`src/rtl/ppg_sample_collector_pkg.sv`:
```
// Shared definitions for the PPG sample collector: LED phase encoding,
// collector FSM states and the default timing that matches the oximeter
// controller's 10-cycle LED phase.
package ppg_sample_collector_pkg;

    typedef enum logic [1:0] {
        PH_NONE = 2'd0,
        PH_RED  = 2'd1,
        PH_IR   = 2'd2
    } phase_t;

    typedef enum logic [1:0] {
        IDLE   = 2'd0,
        SETTLE = 2'd1,
        ACCUM  = 2'd2,
        HOLD   = 2'd3
    } state_t;

    localparam int DEF_SETTLE       = 2;
    localparam int DEF_AVG_LOG2     = 3;
    localparam int DEF_FIFO_DEPTH   = 4;
    localparam int LED_PHASE_CYCLES = 10;

    // Exactly one LED lit selects that phase; dark or both lit is no phase.
    function automatic phase_t decodePhase(input logic ledRed, input logic ledIr);
        phase_t ph;
        if (ledRed && !ledIr) begin
            ph = PH_RED;
        end else if (!ledRed && ledIr) begin
            ph = PH_IR;
        end else begin
            ph = PH_NONE;
        end
        return ph;
    endfunction

endpackage

```
`src/rtl/ppg_sample_collector_pair_fifo.sv`:
```
// Small synchronous FIFO holding {RED, IR} average pairs. Pointers carry one
// extra wrap bit so full and empty are distinguishable. A push while full is
// only accepted when a pop happens on the same edge.
module pair_fifo #(
    parameter int WIDTH = 16,
    parameter int DEPTH = 4
) (
    input  logic             i_clk,
    input  logic             i_rst_n,
    input  logic             i_push,
    input  logic             i_pop,
    input  logic [WIDTH-1:0] i_data,
    output logic [WIDTH-1:0] o_data,
    output logic             o_full,
    output logic             o_empty
);

    localparam int AW = $clog2(DEPTH);

    logic [AW:0]      r_wrPtr;
    logic [AW:0]      r_rdPtr;
    logic [WIDTH-1:0] r_mem [DEPTH];
    logic             w_doPush;
    logic             w_doPop;

    assign o_empty  = (r_wrPtr == r_rdPtr);
    assign o_full   = (r_wrPtr[AW] != r_rdPtr[AW]) &&
                      (r_wrPtr[AW-1:0] == r_rdPtr[AW-1:0]);
    assign w_doPop  = i_pop && !o_empty;
    assign w_doPush = i_push && (!o_full || w_doPop);
    assign o_data   = r_mem[r_rdPtr[AW-1:0]];

    // Advance the read and write pointers on accepted pops and pushes.
    always_ff @(posedge i_clk or negedge i_rst_n) begin
        if (!i_rst_n) begin
            r_wrPtr <= '0;
            r_rdPtr <= '0;
        end else begin
            if (w_doPush) begin
                r_wrPtr <= r_wrPtr + 1'b1;
            end
            if (w_doPop) begin
                r_rdPtr <= r_rdPtr + 1'b1;
            end
        end
    end

    // Storage is not reset; the empty flag guards any stale contents.
    always_ff @(posedge i_clk) begin
        if (w_doPush) begin
            r_mem[r_wrPtr[AW-1:0]] <= i_data;
        end
    end

endmodule

```
`src/rtl/ppg_sample_collector.sv`:
```
// Consumer of the LED-multiplexed photodiode stream. Each LED phase drops its
// settling samples, box-averages the next 2^AVG_LOG2 samples, and a RED
// average followed by an IR average is pushed as one pair into a FIFO that
// downstream logic drains with a valid/ready handshake.
module ppg_sample_collector
    import ppg_sample_collector_pkg::*;
#(
    parameter int SETTLE     = DEF_SETTLE,
    parameter int AVG_LOG2   = DEF_AVG_LOG2,
    parameter int FIFO_DEPTH = DEF_FIFO_DEPTH
) (
    input  logic        CLK,
    input  logic        rst_n,
    input  logic        en,
    input  logic [7:0]  ADC,
    input  logic        LED_RED,
    input  logic        LED_IR,
    input  logic        ovf_clr,
    output logic        pair_valid,
    input  logic        pair_ready,
    output logic [7:0]  RED_avg,
    output logic [7:0]  IR_avg,
    output logic [15:0] pair_count,
    output logic        overflow
);

    localparam int         ACC_W       = 8 + AVG_LOG2;
    localparam logic [7:0] SETTLE_LAST = 8'(SETTLE - 1);
    localparam logic [7:0] ACCUM_LAST  = 8'((1 << AVG_LOG2) - 1);
    localparam state_t     ST_SETTLE   = ppg_sample_collector_pkg::SETTLE;

    phase_t           w_phase;
    phase_t           r_prevPhase;
    logic             w_phaseChange;
    logic             w_phaseActive;
    state_t           r_state;
    state_t           w_stateNext;
    logic [7:0]       r_cnt;
    logic [7:0]       w_cntNext;
    logic [ACC_W-1:0] r_acc;
    logic [ACC_W-1:0] w_accNext;
    logic [ACC_W-1:0] w_sum;
    logic [7:0]       w_avg;
    logic [7:0]       r_redHold;
    logic [7:0]       w_redHoldNext;
    logic             r_redPending;
    logic             w_redPendingNext;
    logic             w_push;
    logic             w_pop;
    logic             w_full;
    logic             w_empty;
    logic [15:0]      w_head;
    logic [15:0]      r_pairCount;
    logic             r_overflow;

    assign w_phase       = decodePhase(LED_RED, LED_IR);
    assign w_phaseChange = (w_phase != r_prevPhase);
    assign w_phaseActive = (w_phase != PH_NONE);
    assign w_sum         = r_acc + ACC_W'(ADC);
    assign w_avg         = w_sum[ACC_W-1:AVG_LOG2];

    // Next-state logic: enable gating, phase-change restarts, then the
    // settle/accumulate/hold sequence and RED/IR result handling.
    always_comb begin
        w_stateNext      = r_state;
        w_cntNext        = r_cnt;
        w_accNext        = r_acc;
        w_redHoldNext    = r_redHold;
        w_redPendingNext = r_redPending;
        w_push           = 1'b0;
        if (!en) begin
            w_stateNext      = IDLE;
            w_cntNext        = '0;
            w_accNext        = '0;
            w_redPendingNext = 1'b0;
        end else if ((r_state != IDLE) && w_phaseChange) begin
            if (w_phaseActive) begin
                w_stateNext = ST_SETTLE;
                w_cntNext   = 8'd1;
            end else begin
                w_stateNext = IDLE;
                w_cntNext   = '0;
            end
            w_accNext = '0;
        end else begin
            case (r_state)
                IDLE: begin
                    if (w_phaseActive) begin
                        w_stateNext = ST_SETTLE;
                        w_cntNext   = '0;
                    end
                end
                ST_SETTLE: begin
                    if (r_cnt >= SETTLE_LAST) begin
                        w_stateNext = ACCUM;
                        w_cntNext   = '0;
                        w_accNext   = '0;
                    end else begin
                        w_cntNext = r_cnt + 8'd1;
                    end
                end
                ACCUM: begin
                    if (r_cnt == ACCUM_LAST) begin
                        w_stateNext = HOLD;
                        w_cntNext   = '0;
                        if (w_phase == PH_RED) begin
                            w_redHoldNext    = w_avg;
                            w_redPendingNext = 1'b1;
                        end else if (r_redPending) begin
                            w_push           = 1'b1;
                            w_redPendingNext = 1'b0;
                        end
                    end else begin
                        w_accNext = w_sum;
                        w_cntNext = r_cnt + 8'd1;
                    end
                end
                HOLD: begin
                    w_stateNext = HOLD;
                end
                default: begin
                    w_stateNext = IDLE;
                end
            endcase
        end
    end

    // Register the collector FSM, its counters and the phase history.
    always_ff @(posedge CLK or negedge rst_n) begin
        if (!rst_n) begin
            r_state      <= IDLE;
            r_cnt        <= '0;
            r_acc        <= '0;
            r_redHold    <= '0;
            r_redPending <= 1'b0;
            r_prevPhase  <= PH_NONE;
        end else begin
            r_state      <= w_stateNext;
            r_cnt        <= w_cntNext;
            r_acc        <= w_accNext;
            r_redHold    <= w_redHoldNext;
            r_redPending <= w_redPendingNext;
            r_prevPhase  <= w_phase;
        end
    end

    assign w_pop = pair_valid && pair_ready;

    // Count every completed pair and latch a drop when the FIFO could not take it.
    always_ff @(posedge CLK or negedge rst_n) begin
        if (!rst_n) begin
            r_pairCount <= '0;
            r_overflow  <= 1'b0;
        end else begin
            if (w_push) begin
                r_pairCount <= r_pairCount + 16'd1;
            end
            if (w_push && w_full && !w_pop) begin
                r_overflow <= 1'b1;
            end else if (ovf_clr) begin
                r_overflow <= 1'b0;
            end
        end
    end

    pair_fifo #(
        .WIDTH (16),
        .DEPTH (FIFO_DEPTH)
    ) u_pairFifo (
        .i_clk   (CLK),
        .i_rst_n (rst_n),
        .i_push  (w_push),
        .i_pop   (w_pop),
        .i_data  ({r_redHold, w_avg}),
        .o_data  (w_head),
        .o_full  (w_full),
        .o_empty (w_empty)
    );

    assign pair_valid = !w_empty;
    assign RED_avg    = pair_valid ? w_head[15:8] : 8'd0;
    assign IR_avg     = pair_valid ? w_head[7:0]  : 8'd0;
    assign pair_count = r_pairCount;
    assign overflow   = r_overflow;

endmodule

```
`config.mk`:
```
export PLATFORM = sky130hd
export DESIGN_NAME = ppg_sample_collector
export DESIGN_NICKNAME = d
export VERILOG_FILES = /design/src/rtl/ppg_sample_collector_pkg.sv /design/src/rtl/ppg_sample_collector_pair_fifo.sv /design/src/rtl/ppg_sample_collector.sv
export SDC_FILE = /design/constraint.sdc
export NUM_CORES = 1
export LEC_CHECK = 0
export BUFFER_PORTS_ARGS = -buffer_cell sky130_fd_sc_hd__buf_4
export CORE_MARGIN = 2
export CORE_UTILIZATION = 30
export DETAILED_ROUTE_END_ITERATION = 12
export SYNTH_ARGS = -nofsm -noshare
export SYNTH_HDL_FRONTEND = slang
export SYNTH_SLANG_ARGS = --single-unit
export TNS_END_PERCENT = 100
```
`constraint.sdc`:
```
create_clock -name CLK -period 4.2 [get_ports CLK]
set_input_delay 0.42 -clock CLK [delete_from_list [all_inputs] [get_ports CLK]]
set_output_delay 0.42 -clock CLK [all_outputs]
set_load 0.02 [all_outputs]
```
; ---- Word level (Yosys, flattened, before mapping)
; Memory sizes are Yosys's and may differ from the RTL's.
; Cells that the tools add are included.
[totals]
register_bits = 55
romBits = 0
n_memories = 1
wordCells = 98
latchBits = 0
ramBits = 64
[classes]
n_shift = 0
n_reduce_logical = 24
addsub = 5
mul = 0
bitwise = 1
div = 0
eq_ne = 18
n_mux = 38
n_lt_le_gt_ge = 1
[mem_list]
columns = memory, depth, word_bits, rd, rd_ports_with_merged_regs, write_ports, line_no
row1 = u_pairFifo.r_mem, 4, 16, 1, 0, 1, ppg_sample_collector_pair_fifo.sv:22  ; logic [WIDTH-1:0] r_mem [DEPTH];
[op_table]
columns = op, count
row1 = $mux 8, 7
row2 = $mux 11, 4
row3 = $pmux 8 s3, 1
row4 = $pmux 11 s2, 1
row5 = $mux 1, 17
row6 = $add 16x1->16 const B, 1
row7 = $ne 4x4->1 const B, 4
row8 = $mux 2, 7
row9 = $add 11x8->11, 1
row10 = $logic_and 1x1->1, 9
row11 = $reduce_and 3->1, 3
row12 = $add 8x1->8 const B, 1
row13 = $eq 8x3->1 const B, 1
row14 = $ge 8x1->1 const B, 1
row15 = $pmux 2 s4, 1
row16 = $add 3x1->3 const B, 2
row17 = $reduce_bool 2->1, 3
row18 = $logic_not 1->1, 5
row19 = $ne 5x1->1 const B, 1
row20 = $reduce_and 5->1, 1
row21 = $eq 2x1->1 const B, 2
row22 = $eq 2x2->1 const B, 2
row23 = $ne 2x1->1 const B, 2
row24 = $ne 4x1->1 const B, 1
row25 = other kinds (9), 9

; ---- Longest topological paths before layout
[logic_depth]
depth_word = 13
mapped_depth = 9
mapped_depth_nobuf = 8

; ---- By module
; A second synthesis with hierarchy kept.
[hier_totals]
cells_unflattened = 432
hier_area_um2 = 5808.1
[by_module_without_submodules]
columns = mod, area_each_um2, instances, cells_each
row1 = ppg_sample_collector, 3041.7, 1, 302
row2 = pair_fifo, 2766.4, 1, 130

; ---- Worst setup path before layout
; Ideal clock, no wire load.
[synth_path]
path_kind = in2reg
startpoint = input LED_IR
endpoint = memory u_pairFifo.r_mem[0][0] (enable)
cell_stages = 8
t_arrival_ns = 2.244
setup_ns = 0.374
slack_ns = 1.582
cell_sequence = inv_1 -> ha_1 -> xnor2_1 -> a21o_1 -> buf_2 -> nand4_2 -> nor2b_1 -> and2_1
[synth_via]
elab_chain_cells = 12
[synth_lines]
columns = element, line_no
row1 = from (decl), ppg_sample_collector.sv:17  ; input logic LED_IR,
row2 = $logic_not 1->1 (*), ppg_sample_collector_pkg.sv:27  ; if (ledRed && !ledIr) begin
row3 = $logic_and 1x1->1 (*), ppg_sample_collector_pkg.sv:27
row4 = $mux 2 (*), ppg_sample_collector_pkg.sv:27
row5 = via w_phase[0], ppg_sample_collector.sv:32  ; phase_t w_phase;
row6 = $eq 2x1->1, ppg_sample_collector.sv:106  ; if (w_phase == PH_RED) begin
row7 = $mux 1, ppg_sample_collector.sv:106
row8 = $mux 1, ppg_sample_collector.sv:103  ; if (r_cnt == ACCUM_LAST) begin
row9 = $mux 1, ppg_sample_collector.sv:86  ; case (r_state)
row10 = $mux 1 (*), ppg_sample_collector.sv:76  ; end else if ((r_state != IDLE) && w_phaseChange) begin
row11 = $mux 1 (*), ppg_sample_collector.sv:71  ; if (!en) begin
row12 = $logic_and 1x1->1 (*), ppg_sample_collector_pair_fifo.sv:30  ; assign w_doPush = i_push && (!o_full || w_doPop);
row13 = $mux 1 (*), ppg_sample_collector_pair_fifo.sv:50  ; if (w_doPush) begin
row14 = $mux 1 (not written as such) (*), ppg_sample_collector_pair_fifo.sv:51  ; r_mem[r_wrPtr[AW-1:0]] <= i_data;
row15 = to (decl), ppg_sample_collector_pair_fifo.sv:22
; The timed path passes the listed nets; every way through them passes the cells marked *.

; ---- Worst setup path after layout
[layout_path]
startpoint = register r_cnt[5]
endpoint = memory u_pairFifo.r_mem[0][9] (enable)
[layout_via]
elab_chain_cells = 8
[layout_lines]
columns = element, line_no
row1 = from (decl), ppg_sample_collector.sv:38  ; logic [7:0] r_cnt;
row2 = from (signal assigned), ppg_sample_collector.sv:139  ; r_cnt <= w_cntNext;
row3 = $eq 8x3->1, ppg_sample_collector.sv:103
row4 = $mux 1, ppg_sample_collector.sv:103
row5 = $mux 1, ppg_sample_collector.sv:86
row6 = $mux 1, ppg_sample_collector.sv:76
row7 = $mux 1, ppg_sample_collector.sv:71
row8 = $logic_and 1x1->1, ppg_sample_collector_pair_fifo.sv:30
row9 = $mux 1, ppg_sample_collector_pair_fifo.sv:50
row10 = $mux 1 (not written as such), ppg_sample_collector_pair_fifo.sv:51
; Every way passes these cells.

==> qor.txt <==
Mapped cell area -> 0.00572 sq mm
Clock Tree Buf Depth -> 2
Period utilisation layout -> 0.707
Post-CTS Hold Fix Bufs -> 0
Clock sinks -> 119
Worst-Skew Late Latency -> 0.40 ns
Setup_tns -> 0 ns
Per-cell routed wire length -> 15.7 microns
Worst hold slack -> 0.0801 ns
PortBufs -> 48
Leading area contributor after synthesis -> edfxtp_1
Ant. Diodes -> 0
CP cell instances -> or4_4 -> nor2_2 -> nand4_2 -> nor2b_1 -> and2_1
Unrepaired setup endpoints after global routing -> false
Clock Skew -> 0.00538 ns
GRT Residual Overflow -> 0
Max-slew violation count -> 0
CP endpoint kind -> flip-flop
Post-detail-place hpwl -> 8130 microns
Status -> complete, no violations
Final wirelength -> 11600 microns
Hold Path Class -> in2async
Pwr dens -> 525 mW/mm^2
Vias in the first global route -> 3723
Setup-failing EPs final -> 0
Routed vias/inst -> 4.91
Antenna violations before repair -> 0
Syn. warnings -> 0
Layout cells sized above 1 -> 0.223
CP startpoint kind -> flip-flop
Synthesized instance count -> 432
CP max-delay cell -> and2_1
CP top delay family -> simple AND/OR/NAND/NOR gates
I/O pins -> 49
Synth top area share -> 0.336
Post-synth EDFFs -> 64
Die footprint -> 0.0202 sq mm
Die height -> 142 microns
DRT iter0 DRCs -> 185
DRC Markers -> 0
Worst Tran Pin Value -> 0.815 ns
Area grow syn2layout -> 20.7%
Global placement routability congestion -> 0.798
Synth area leaders -> edfxtp_1 (34%), dfrtp_1 (24%), mux4_2 (6.3%), ha_1 (5.0%), xnor2_1 (3.2%)
Area of placed instances -> 0.00634 sq mm
Fin area -> 0.00691 sq mm
Post_cts resized -> 0
CTS Root Cell -> clkbuf_16
CTS tree -> built
Final #Nets -> 528
Initial Utilization -> 0.306
Gr usage total -> 0.122
Maximum vdd drop -> 268 uV
WP data required -> 4.23 ns
Clk slew on worst S/H paths -> 0.05 ns
Routed vias -> 3613
Initial DRT Pass Iterations -> 5
Avg Synthesized Cell Area -> 13.2 sq um
Predominant post-synthesis flop cell -> edfxtp_1
Lkg Pwr -> 2.87 nW
Commonest non-fill, non-tap cells in the layout -> edfxtp_1 (64), dfrtp_1 (55), buf_4 (50), and2_1 (24)
Pin count of the biggest net entering global routing -> 56
Final Hold Vio Count -> 0
Die width -> 142 microns
Post-synthesis sequential area ratio -> 0.576
Final Critical Period -> 2.97 ns
Buf/Inv on CP -> 0
Setup CP Type -> reg2reg
Relative slew slack -> 0.457
H-tree levels -> 4
Fmax -> 0.337 GHz
Syn nets -> 471
Postcts setup bufs -> 0
Register bit total from synthesis -> 119
Area of the core -> 0.0187 sq mm
CTS Buf Count -> 17
Post-synth cell types -> 62
First-pass GRT wire length -> 19100 microns
Max-cap violation count -> 0
Cell row count -> 50
Commonest non-fill, non-tap cell in the layout -> edfxtp_1
Async S/R FF share, synth -> 0.462
Arrival time worst endpoint -> 3.00 ns
Slowest stage delay, CP -> 0.72 ns
ANT nets after route -> 0
Critical Path Fanout Max -> 16
## per-stage QoR
stage / cells / power, mW / setup WS, ns / util
3_5_place_dp: 704 / 2.31 / 0.877 / 0.339
4_1_cts: 736 / 3.68 / 1.17 / 0.369
2_1_floorplan: 432 / 2.01 / 1.58 / -
6_report: 736 / 3.63 / 1.23 / 0.369
3_3_place_gp: 704 / 2.29 / 1.02 / 0.339
5_1_grt: 736 / 3.81 / 0.985 / 0.369
## report_power, final
part / switching (mW) / internal [mW] / leakage, nW
Clock: 0.500 / 0.863 / 0.268
Combinational: 0.516 / 0.428 / 1.25
Sequential: 0.0540 / 1.27 / 1.35
## synth_stat cells, types with 4 or more instances
cell and instances:
a21oi_1 8, o21ai_1 6, edfxtp_1 64, a21o_1 7, dfrtp_1 55, and3_1 7
mux4_2 16, ha_1 23, nand4_1 5, or3_1 6, and2_1 24, o21a_1 4
o22ai_1 4, nand3_1 14, mux2_1 5, nor2b_1 5, inv_1 21, xor2_1 9
clkbuf_1 9, a22o_1 13, mux2_2 4, nand2_1 23, nor3_1 8, nor2_1 20
xnor2_1 21
## cell families (layout without fill, tap and decap cells)
logic type	Yosys count	after routing	synth area share
muxes	25	25	0.0807
adders and majority gates	24	24	0.0538
xor gates and xnor gates	30	30	0.0459
and+or+nand+nor	133	133	0.131
buffers and inverters	33	103	0.0223
DFF	119	119	0.576
AOI/OAI and AO/OA	68	68	0.0901
## flip-flops by register name, indices dropped and copies added (netlist names)
signal              flops
overflow                1
r_redHold               8
r_cnt                   8
r_state                 2
r_prevPhase             2
u_pairFifo.r_wrPtr      3
r_redPending            1
r_acc                  11
pair_count             16
u_pairFifo.r_rdPtr      3
u_pairFifo.r_mem       64
## layout make-up
cell class	count	area, sq um
Multi-Input combinational cell	280	2300
Fill cell	1761	11800
Clock inverter	14	135
Sequential cell	119	3300
Inverter	21	78.8
Timing Repair Buffer	50	375
Clock buffer	18	429
Tap cell	234	293
## worst paths after layout
path                                            start                          endpoint  slack (ns)  cells past startpoint
min                                             rst_n        pair_count[12]$_DFFE_PN0P_        0.08                      1
min reg2reg                pair_count[15]$_DFFE_PN0P_        pair_count[15]$_DFFE_PN0P_        0.47                      1
max                              r_cnt[5]$_DFFE_PN0P_  u_pairFifo.r_mem[0][9]$_DFFE_PP_        1.23                      5
max in group asynchronous                       rst_n         pair_count[6]$_DFFE_PN0P_        3.65                      1
min in group CLK                              ovf_clr              overflow$_DFFE_PN0P_        0.21                      2
max reg2reg                      r_cnt[5]$_DFFE_PN0P_  u_pairFifo.r_mem[0][9]$_DFFE_PP_        1.23                      5
## worst reg2reg max path: stages, from the launching register on
cell     delay (ns)
dfrtp_1        0.42
or4_4          0.59
nor2_2         0.21
nand4_2        0.28
nor2b_1        0.38
and2_1         0.72
## metal layers
| layer | wire length [microns] | vias to the layer above | GRT usage |
|---|---|---|---|
| met3 | 425 | 11 | 0.0367 |
| met1 | 5210 | 1804 | 0.152 |
| li1 | - | 1730 | - |
| met2 | 5810 | 68 | 0.207 |
| met5 | 0 | - | 0 |
| met4 | 109 | 0 | 0.0342 |
Power figures use the tool's default switching activity.
